## src/rtl/regfile_port_arbiter.sv

```systemverilog
// regfile_port_arbiter: shares one register-file port between core write-back and debug, with a halt handshake
//   clk, reset                                  clock, asynchronous active-high reset
//   core_wr_valid/addr/data, core_wr_ready      core write-back request
//   dbg_valid/we/addr/wdata, dbg_ready          debug read/write request
//   dbg_rdata, dbg_rvalid                       debug read data and one-cycle strobe
//   dbg_halt_req, dbg_halted, core_stall        halt handshake
//   rf_reg_write/rd_addr/write_data, rf_rd_data register file port
module regfile_port_arbiter #(
    parameter int DW = 8,
    parameter int AW = 2
) (
    input  logic          clk,
    input  logic          reset,
    input  logic          core_wr_valid,
    input  logic [AW-1:0] core_wr_addr,
    input  logic [DW-1:0] core_wr_data,
    output logic          core_wr_ready,
    input  logic          dbg_valid,
    input  logic          dbg_we,
    input  logic [AW-1:0] dbg_addr,
    input  logic [DW-1:0] dbg_wdata,
    output logic          dbg_ready,
    output logic [DW-1:0] dbg_rdata,
    output logic          dbg_rvalid,
    input  logic          dbg_halt_req,
    output logic          dbg_halted,
    output logic          core_stall,
    output logic          rf_reg_write,
    output logic [AW-1:0] rf_rd_addr,
    output logic [DW-1:0] rf_write_data,
    input  logic [DW-1:0] rf_rd_data
);
    typedef enum logic [1:0] {RUN, DRAIN, HALTED} state_t;
    state_t        state;
    logic          ptr;
    logic          iss_valid;
    logic          iss_we;
    logic [AW-1:0] iss_addr;
    logic [DW-1:0] iss_data;
    logic          acc_core;
    logic          acc_dbg;
    // ptr = 0 favours the core, 1 favours debug; each ready ignores its own valid
    assign core_wr_ready = state == RUN && (!dbg_valid || !ptr);
    assign dbg_ready     = state == HALTED || (state == RUN && (!core_wr_valid || ptr));
    assign acc_core      = core_wr_valid && core_wr_ready;
    assign acc_dbg       = dbg_valid && dbg_ready;
    assign dbg_halted    = state == HALTED;
    assign core_stall    = state != RUN;
    assign rf_rd_addr    = iss_addr;
    assign rf_write_data = iss_data;
    always_ff @(posedge clk or posedge reset) begin
        if (reset) begin
            state        <= RUN;
            ptr          <= 1'b0;
            iss_valid    <= 1'b0;
            iss_we       <= 1'b0;
            iss_addr     <= '0;
            iss_data     <= '0;
            rf_reg_write <= 1'b0;
            dbg_rdata    <= '0;
            dbg_rvalid   <= 1'b0;
        end else begin
            iss_valid    <= acc_core || acc_dbg;
            rf_reg_write <= acc_core || (acc_dbg && dbg_we);
            if (acc_core) begin
                iss_we   <= 1'b1;
                iss_addr <= core_wr_addr;
                iss_data <= core_wr_data;
            end else if (acc_dbg) begin
                iss_we   <= dbg_we;
                iss_addr <= dbg_addr;
                iss_data <= dbg_wdata;
            end
            if (acc_core || acc_dbg)
                ptr <= ~ptr;
            // a debug read has had its address on the port for one cycle; take the data now
            dbg_rvalid <= iss_valid && !iss_we;
            if (iss_valid && !iss_we)
                dbg_rdata <= rf_rd_data;
            case (state)
                RUN:     if (dbg_halt_req) state <= DRAIN;
                DRAIN:   if (!iss_valid) state <= dbg_halt_req ? HALTED : RUN;
                HALTED:  if (!dbg_halt_req) state <= RUN;
                default: state <= RUN;
            endcase
        end
    end
endmodule

```

## config.mk

```make
export PLATFORM = sky130hd
export DESIGN_NAME = regfile_port_arbiter
export DESIGN_NICKNAME = d
export VERILOG_FILES = /design/src/rtl/regfile_port_arbiter.sv
export SDC_FILE = /design/constraint.sdc
export NUM_CORES = 1
export LEC_CHECK = 0
export ABC_AREA = 1
export BUFFER_PORTS_ARGS = -buffer_cell sky130_fd_sc_hd__buf_2
export CAP_MARGIN = 40
export CORE_ASPECT_RATIO = 1.2
export CORE_UTILIZATION = 38
export CTS_CLUSTER_SIZE = 30
export DETAILED_ROUTE_END_ITERATION = 8
export PLACE_DENSITY = 0.68
export SLEW_MARGIN = 40
export SYNTH_ARGS = -nofsm -noshare
export SYNTH_HDL_FRONTEND = slang
export SYNTH_SLANG_ARGS = --single-unit
```

## constraint.sdc

```tcl
create_clock -name clk -period 1.25 [get_ports clk]
set_input_delay 0.0625 -clock clk [delete_from_list [all_inputs] [get_ports clk]]
set_output_delay 0.0625 -clock clk [all_outputs]
set_load 0.01 [all_outputs]
```

==> impl_metrics.json, run 1 <==
{
  "first_global_vias": 1151,
  "track_usage_pct": 18.8,
  "synth_top_area_cell": "dfrtp_1",
  "setup_ws_ns": -0.0498,
  "post-route-util_pct": 60.5,
  "async_flop_share_pct": 100,
  "num_rows": 22,
  "cap_violations": 0,
  "avgSynthCellArea_um2": 8.35,
  "yosysSeqAreaShare_pct": 51.7,
  "grt_max_degree": 26,
  "pin_count": 58,
  "synth_top_area_share_pct": 51.7,
  "overflow": 0,
  "final-hold-violation-count": 0,
  "first_iter_violations": 26,
  "ys_top_cells_by_count": "70 x nand2_1, 25 x dfrtp_1, 12 x nand3_1, 11 x nand4_1, 7 x inv_1",
  "instances_no_fill": 262,
  "first_pass_iters": 4,
  "end_kind": "primary output",
  "ir_worst_vdd_v": 0.00141,
  "globalplace.congestion": 0.763,
  "cp-start-kind": "flop",
  "ctsRootBufferMaster": "clkbuf_4",
  "cts.clk_slew.worst_paths_ns": 0.13,
  "syn_nets": 179,
  "via_per_inst": 4.83,
  "synthMostInstantiatedCell": "nand2_1",
  "yosys_most_used_dff": "dfrtp_1",
  "drc_errors": 0,
  "cts.sinks": 25,
  "finalCritPeriodShare_pct": 104,
  "die_h_um": 63.8,
  "total_power_uw": 4210,
  "yosys_register_bits": 25,
  "hold_depth": 5,
  "via_count": 1265,
  "drive_gt1_share_pct": 39.8,
  "setup_violations": 3,
  "path_class": "reg2out",
  "worst_ep_arrival_time_ns": 1.24,
  "status": "finished with violations",
  "netlist_instances": 145,
  "layout.nets": 261,
  "htreeDepth": 1,
  "antennaDiodeCount": 0,
  "skew_ns": 0.00262,
  "die_w_um": 53.5,
  "hold-worst-slack_ns": 0.0315,
  "syn_area_um2": 1210,
  "cts_tree": "yes",
  "crit_required_ns": 1.19,
  "cts_buffers": 3,
  "rsz0062_at_grt": "true",
  "report.final.slew_viol_count": 0,
  "antenna_found_initial": 0,
  "grt_first_pass_wirelength_um": 4830,
  "dp.cells": 235,
  "hold_class": "in2reg",
  "core_area_um2": 3060,
  "synth_edf_count": 0,
  "cts_buffer_depth": 2,
  "area_growth_pct": 52.6,
  "die_area_um2": 3420,
  "worst-path-max-fanout": 4,
  "r2r_cells": 7,
  "cellLeakagePower_uw": 0.00104,
  "max_freq_mhz": 769,
  "drt.antenna.violating_nets": 0,
  "routedWlPerCell_um": 12.3,
  "yosys-top-cells-area": "dfrtp_1 52%, nand2_1 22%, nand4_1 5.7%, nand3_1 5.0%, nand3_4 2.9%",
  "slew_headroom_pct": 74.4,
  "routed_wl_um": 3210,
  "ys_warn_count": 0,
  "post-dp-hpwl_um": 1980,
  "violations": "setup timing",
  "clkLatencyLatePin_ns": 0.31,
  "period_needed_ns": 1.30,
  "power_density_nw_per_um2": 2280,
  "port_buffers": 57,
  "worst_slew_pin_slew_ns": 0.384,
  "synth.distinct_cells": 19,
  "start_util_pct": 39.6
}
-- final cells by class --
| type | count | area [um2] |
|---|---|---|
| fillers | 277 | 1210 |
| flip-flops and latches | 25 | 626 |
| multi-input cells | 107 | 578 |
| repair buffers | 82 | 541 |
| well taps | 36 | 45.0 |
| inverters | 8 | 32.5 |
| clock buffers | 4 | 26.3 |
-- sequential cells by signal, summed over array words and instances, names as in the netlist --
signal	cells
dbg_rvalid	1
state	2
rf_rd_addr	2
ptr	1
iss_we	1
iss_valid	1
dbg_rdata	8
rf_reg_write	1
rf_write_data	8
-- final timing paths --
check / start / end / slack (ns)
worst min-delay path: dbg_wdata[0] / rf_write_data[0]$_DFFE_PP0P_ / 0.03
worst max register to register: state[1]$_DFFE_PP0P_ / rf_write_data[6]$_DFFE_PP0P_ / 0
worst max-delay path: state[1]$_DFFE_PP0P_ / core_wr_ready / -0.05
max in group asynchronous: reset / dbg_rdata[0]$_DFFE_PP0P_ / 0.69
min in group asynchronous: reset / dbg_rdata[1]$_DFFE_PP0P_ / 0.33
worst min register to register: dbg_rdata[6]$_DFFE_PP0P_ / dbg_rdata[6]$_DFFE_PP0P_ / 0.48
-- logic make-up (layout without fill, tap and decap cells) --
family	after synthesis	in the layout	synth area share, %
AOI/OAI and AO/OA	3	3	1.76
buffers and inverters	15	94	6.92
and+or+nand+nor	102	104	39.7
DFF	25	25	51.7
-- layer usage --
metal	track usage (%)	share of wire, %
met3	2.38	5.9
met1	22.6	43
met2	34.2	51
met5	0	0
met4	3.95	0.44
-- power breakdown --
| group | total, uW | switching, uW | internal [uW] | leakage [uW] |
|---|---|---|---|---|
| Clock | 354 | 230 | 125 | 0.0000150 |
| Sequential | 1420 | 225 | 1190 | 0.000309 |
| Combinational | 2440 | 1360 | 1080 | 0.000714 |
-- cells in the final DEF (no fill, tap or decap), drive strengths merged --
| cell | synthesis | routed |
|---|---|---|
| nand4 | 11 | 11 |
| buf | 7 | 72 |
| dfrtp | 25 | 25 |
| nand2 | 72 | 72 |
| o21a | 1 | 1 |
| o31ai | 1 | 1 |
| nor3 | 1 | 1 |
| dlygate4sd3 | 0 | 10 |
| nor2 | 3 | 3 |
| nand3 | 15 | 17 |
| clkbuf | 0 | 4 |
| a31oi | 1 | 1 |
| inv | 8 | 8 |
-- worst max-delay path, stage by stage, from the launching register on --
cell     delay, ns
dfrtp_1       0.44
nor2_4        0.17
buf_6         0.13
nand2_2       0.04
inv_1         0.04
buf_2         0.11
-- through the flow --
stage | area, um2 | setup TNS (ns) | worst slack [ns]
floorplan | 1210 | 0 | 0.123
detailed placement | 1520 | 0 | 0.0107
global placement | 1520 | 0 | 0.0130
finish | 1850 | -0.108 | -0.0498
global route | 1850 | -0.500 | -0.102
CTS | 1720 | -0.0504 | -0.0319
-- repair_timing --
action | in CTS | in global routing
hold endpoints to repair | 35 | 0
endpoints found under the setup margin | 17 | 15
gates cloned | 0 | 2
pin swaps | 0 | 6
hold buffers | 10 | 0
setup buffers | 6 | 5
gates resized for setup | 4 | 13
Power figures use the tool's default switching activity.
==> run 2, diff against run 1 <==
--- a/config.mk
+++ b/config.mk
@@ -5,7 +5,6 @@
 export SDC_FILE = /design/constraint.sdc
 export NUM_CORES = 1
 export LEC_CHECK = 0
-export ABC_AREA = 1
 export BUFFER_PORTS_ARGS = -buffer_cell sky130_fd_sc_hd__buf_2
 export CAP_MARGIN = 40
 export CORE_ASPECT_RATIO = 1.2
==> run 2 against run 1 <==
Effect of this change:
- the run still ends with setup timing left
- critical path depth down 2
- sequential power barely moved
- first-iteration DRC count increased by 35%
- clock skew up 0.0088 ns
- clock-buffer cell count stayed put
- area after synthesis shrank 0.52%
- worst hold slack worse by 0.030 ns
- utilization increased by 7.4 points
- final cell count decreased by 11%
- clock power rose by 2%
- power rose by 9.1%
- synthesized cell count down 28%
- critical endpoint is now core_stall
==> impl_metrics.json, run 2 <==
{
  "status": "finished with violations",
  "violations": "setup timing",
  "synth.distinct_cells": 26,
  "antennaDiodeCount": 0,
  "max_freq_mhz": 762,
  "grt_first_pass_wirelength_um": 5320,
  "cp-start-kind": "flop",
  "pin_count": 58,
  "ys_top_cells_by_count": "25 x dfrtp_1, 10 x a221oi_1, 10 x a2bb2oi_1, 10 x and2_1, 10 x o21ai_0",
  "crit_required_ns": 1.19,
  "cellLeakagePower_uw": 0.000964,
  "reg2reg_slack_ns": -0.03,
  "syn_nets": 139,
  "ys_warn_count": 0,
  "htreeDepth": 1,
  "top_layer": "met4",
  "met2_wirelength_um": 1700,
  "ir_worst_vdd_v": 0.00155,
  "die_w_um": 53.4,
  "drc_errors": 0,
  "yosysSeqAreaShare_pct": 51.9,
  "cap_violations": 0,
  "final-hold-violation-count": 0,
  "port_buffers": 57,
  "power_density_nw_per_um2": 2230,
  "globalplace.congestion": 0.773,
  "ctsRootBufferMaster": "clkbuf_4",
  "num_rows": 22,
  "layout.nets": 231,
  "cts.clk_slew.worst_paths_ns": 0.14,
  "skew_ns": 0.0114,
  "via_count": 1218,
  "total_power_uw": 4590,
  "core_area_um2": 3030,
  "period_needed_ns": 1.31,
  "track_usage_pct": 20.8,
  "setup_ws_ns": -0.0619,
  "synthMostInstantiatedCell": "dfrtp_1",
  "route.met3.wl_um": 212,
  "yosys_most_used_dff": "dfrtp_1",
  "synth_top_area_cell": "dfrtp_1",
  "overflow": 0,
  "cts_tree": "yes",
  "crit_slowest_cell": "dfrtp_1",
  "path_cells": "buf_4, or2_4, buf_6",
  "avgSynthCellArea_um2": 11.5,
  "end_kind": "primary output",
  "drt.antenna.violating_nets": 0,
  "synth_top_area_share_pct": 51.9,
  "first_pass_iters": 4,
  "hold_class": "in2reg",
  "worst-path-max-fanout": 4,
  "report.final.slew_viol_count": 0,
  "mostFrequentLayoutCells": "55 x buf_2, 25 x dfrtp_1, 20 x dlygate4sd3_1",
  "rsz0062_at_grt": "true",
  "via_per_inst": 5.25,
  "die_area_um2": 3400,
  "path_class": "reg2out",
  "clkLatencyLatePin_ns": 0.32,
  "routedWlPerCell_um": 14.3,
  "cts_buffer_depth": 2,
  "yosys_register_bits": 25,
  "area_growth_pct": 70.6,
  "drive_gt1_share_pct": 57.7,
  "worst_ep_arrival_time_ns": 1.25,
  "pre_cts_ws_ns": 0.00860,
  "cp_num_buf_inv": 2,
  "netlist_instances": 105,
  "dp.cells": 198,
  "post-route-util_pct": 67.9,
  "instances_no_fill": 232,
  "reg2reg_from": "state[1]$_DFFE_PP0P_",
  "met1_length_um": 1380,
  "worstHoldStart": "dbg_wdata[4]",
  "post-dp-hpwl_um": 2100,
  "slowest_delay_ns": 0.42,
  "multi_input_area_um2": 648,
  "first_iter_violations": 35,
  "setup_violations": 13,
  "grt_max_degree": 26,
  "n_fill_cell": 240,
  "cp-startpoint": "state[1]$_DFFE_PP0P_",
  "worst_slew_pin_slew_ns": 0.602,
  "antenna_found_initial": 0,
  "hold-worst-slack_ns": 0.00159,
  "cts_buffers": 3,
  "routed_wl_um": 3320,
  "syn_area_um2": 1200,
  "path_delay_family": "flip-flops",
  "slew_headroom_pct": 59.8,
  "finalCritPeriodShare_pct": 105,
  "start_util_pct": 39.8,
  "first_global_vias": 1278,
  "die_h_um": 63.7,
  "seq_area_um2": 626,
  "final_common_cell": "buf_2",
  "cts.sinks": 25,
  "yosys-top-cells-area": "dfrtp_1 52%, mux2_2 7.5%, a221oi_1 7.3%, a2bb2oi_1 7.3%, and2_1 5.2%",
  "async_flop_share_pct": 100,
  "synth_edf_count": 0
}
## run 2: cell count changes after synthesis, sizes merged, moves of 4 or more
| cell | before | now |
|---|---|---|
| a221oi | 0 | 10 |
| a2bb2oi | 0 | 10 |
| and2 | 0 | 10 |
| inv | 8 | 4 |
| mux2 | 0 | 8 |
| nand2 | 72 | 1 |
| nand3 | 15 | 0 |
| nand4 | 11 | 0 |
| o21ai | 0 | 10 |
## run 2: final timing paths
kind	endpoint	cells after the start
setup reg to reg	rf_write_data[3]$_DFFE_PP0P_	4
setup / recovery	core_stall	3
min in group asynchronous	dbg_rdata[1]$_DFFE_PP0P_	4
max in group asynchronous	state[1]$_DFFE_PP0P_	4
hold / removal	rf_write_data[4]$_DFFE_PP0P_	3
hold reg to reg	dbg_rdata[0]$_DFFE_PP0P_	1
## run 2: cell type report
cell class | count | share of cell area (%)
timing repair buffer | 96 | 33.7
multi-input combinational | 67 | 31.5
sequential | 25 | 30.4
tap | 36 | 2.19
clock buffer | 4 | 1.28
inverter | 4 | 0.852
## run 2: repair_timing
action	CTS	global route
hold buffers	20	0
setup buffers	10	0
cloned	1	0
hold endpoints to repair	44	0
pin swaps	1	3
resized for setup	25	17
setup endpoints to repair	9	16
## run 2: cell families (layout without fill, tap and decap cells)
logic type / count (synthesis) / count (layout) / synth area share, %
muxes: 9 / 9 / 8.31
AOI/OAI and AO/OA: 36 / 36 / 22.4
DFF: 25 / 25 / 51.9
buffers and inverters: 13 / 104 / 6.13
and+or+nand+nor: 21 / 21 / 10.5
xor gates and xnor gates: 1 / 1 / 0.727
## run 2: stage by stage
stage	area [um2]	TNS (ns)
after global routing	2060	-0.989
final	2060	-0.298
after CTS	1990	-0.304
after global placement	1560	0
after detailed placement	1560	0
after floorplan	1200	0
## run 2: worst min-delay path, delay by kind of cell
kind | cells | cell delay [ns]
buffers and inverters | 1 | 0.10
AO/OA/AOI/OAI | 2 | 0.13
## run 2: metal layers
| metal | vias to the layer above | global-route usage (%) |
|---|---|---|
| met1 | 593 | 24.9 |
| met5 | - | 0 |
| met3 | 4 | 3.86 |
| met2 | 51 | 37.0 |
| li1 | 570 | - |
| met4 | 0 | 4.61 |
## run 2: where the power goes
group	switching [uW]	total, uW	internal, uW
registers	229	1430	1200
logic	1240	2800	1560
clock network	235	360	125
total	1710	4590	2880
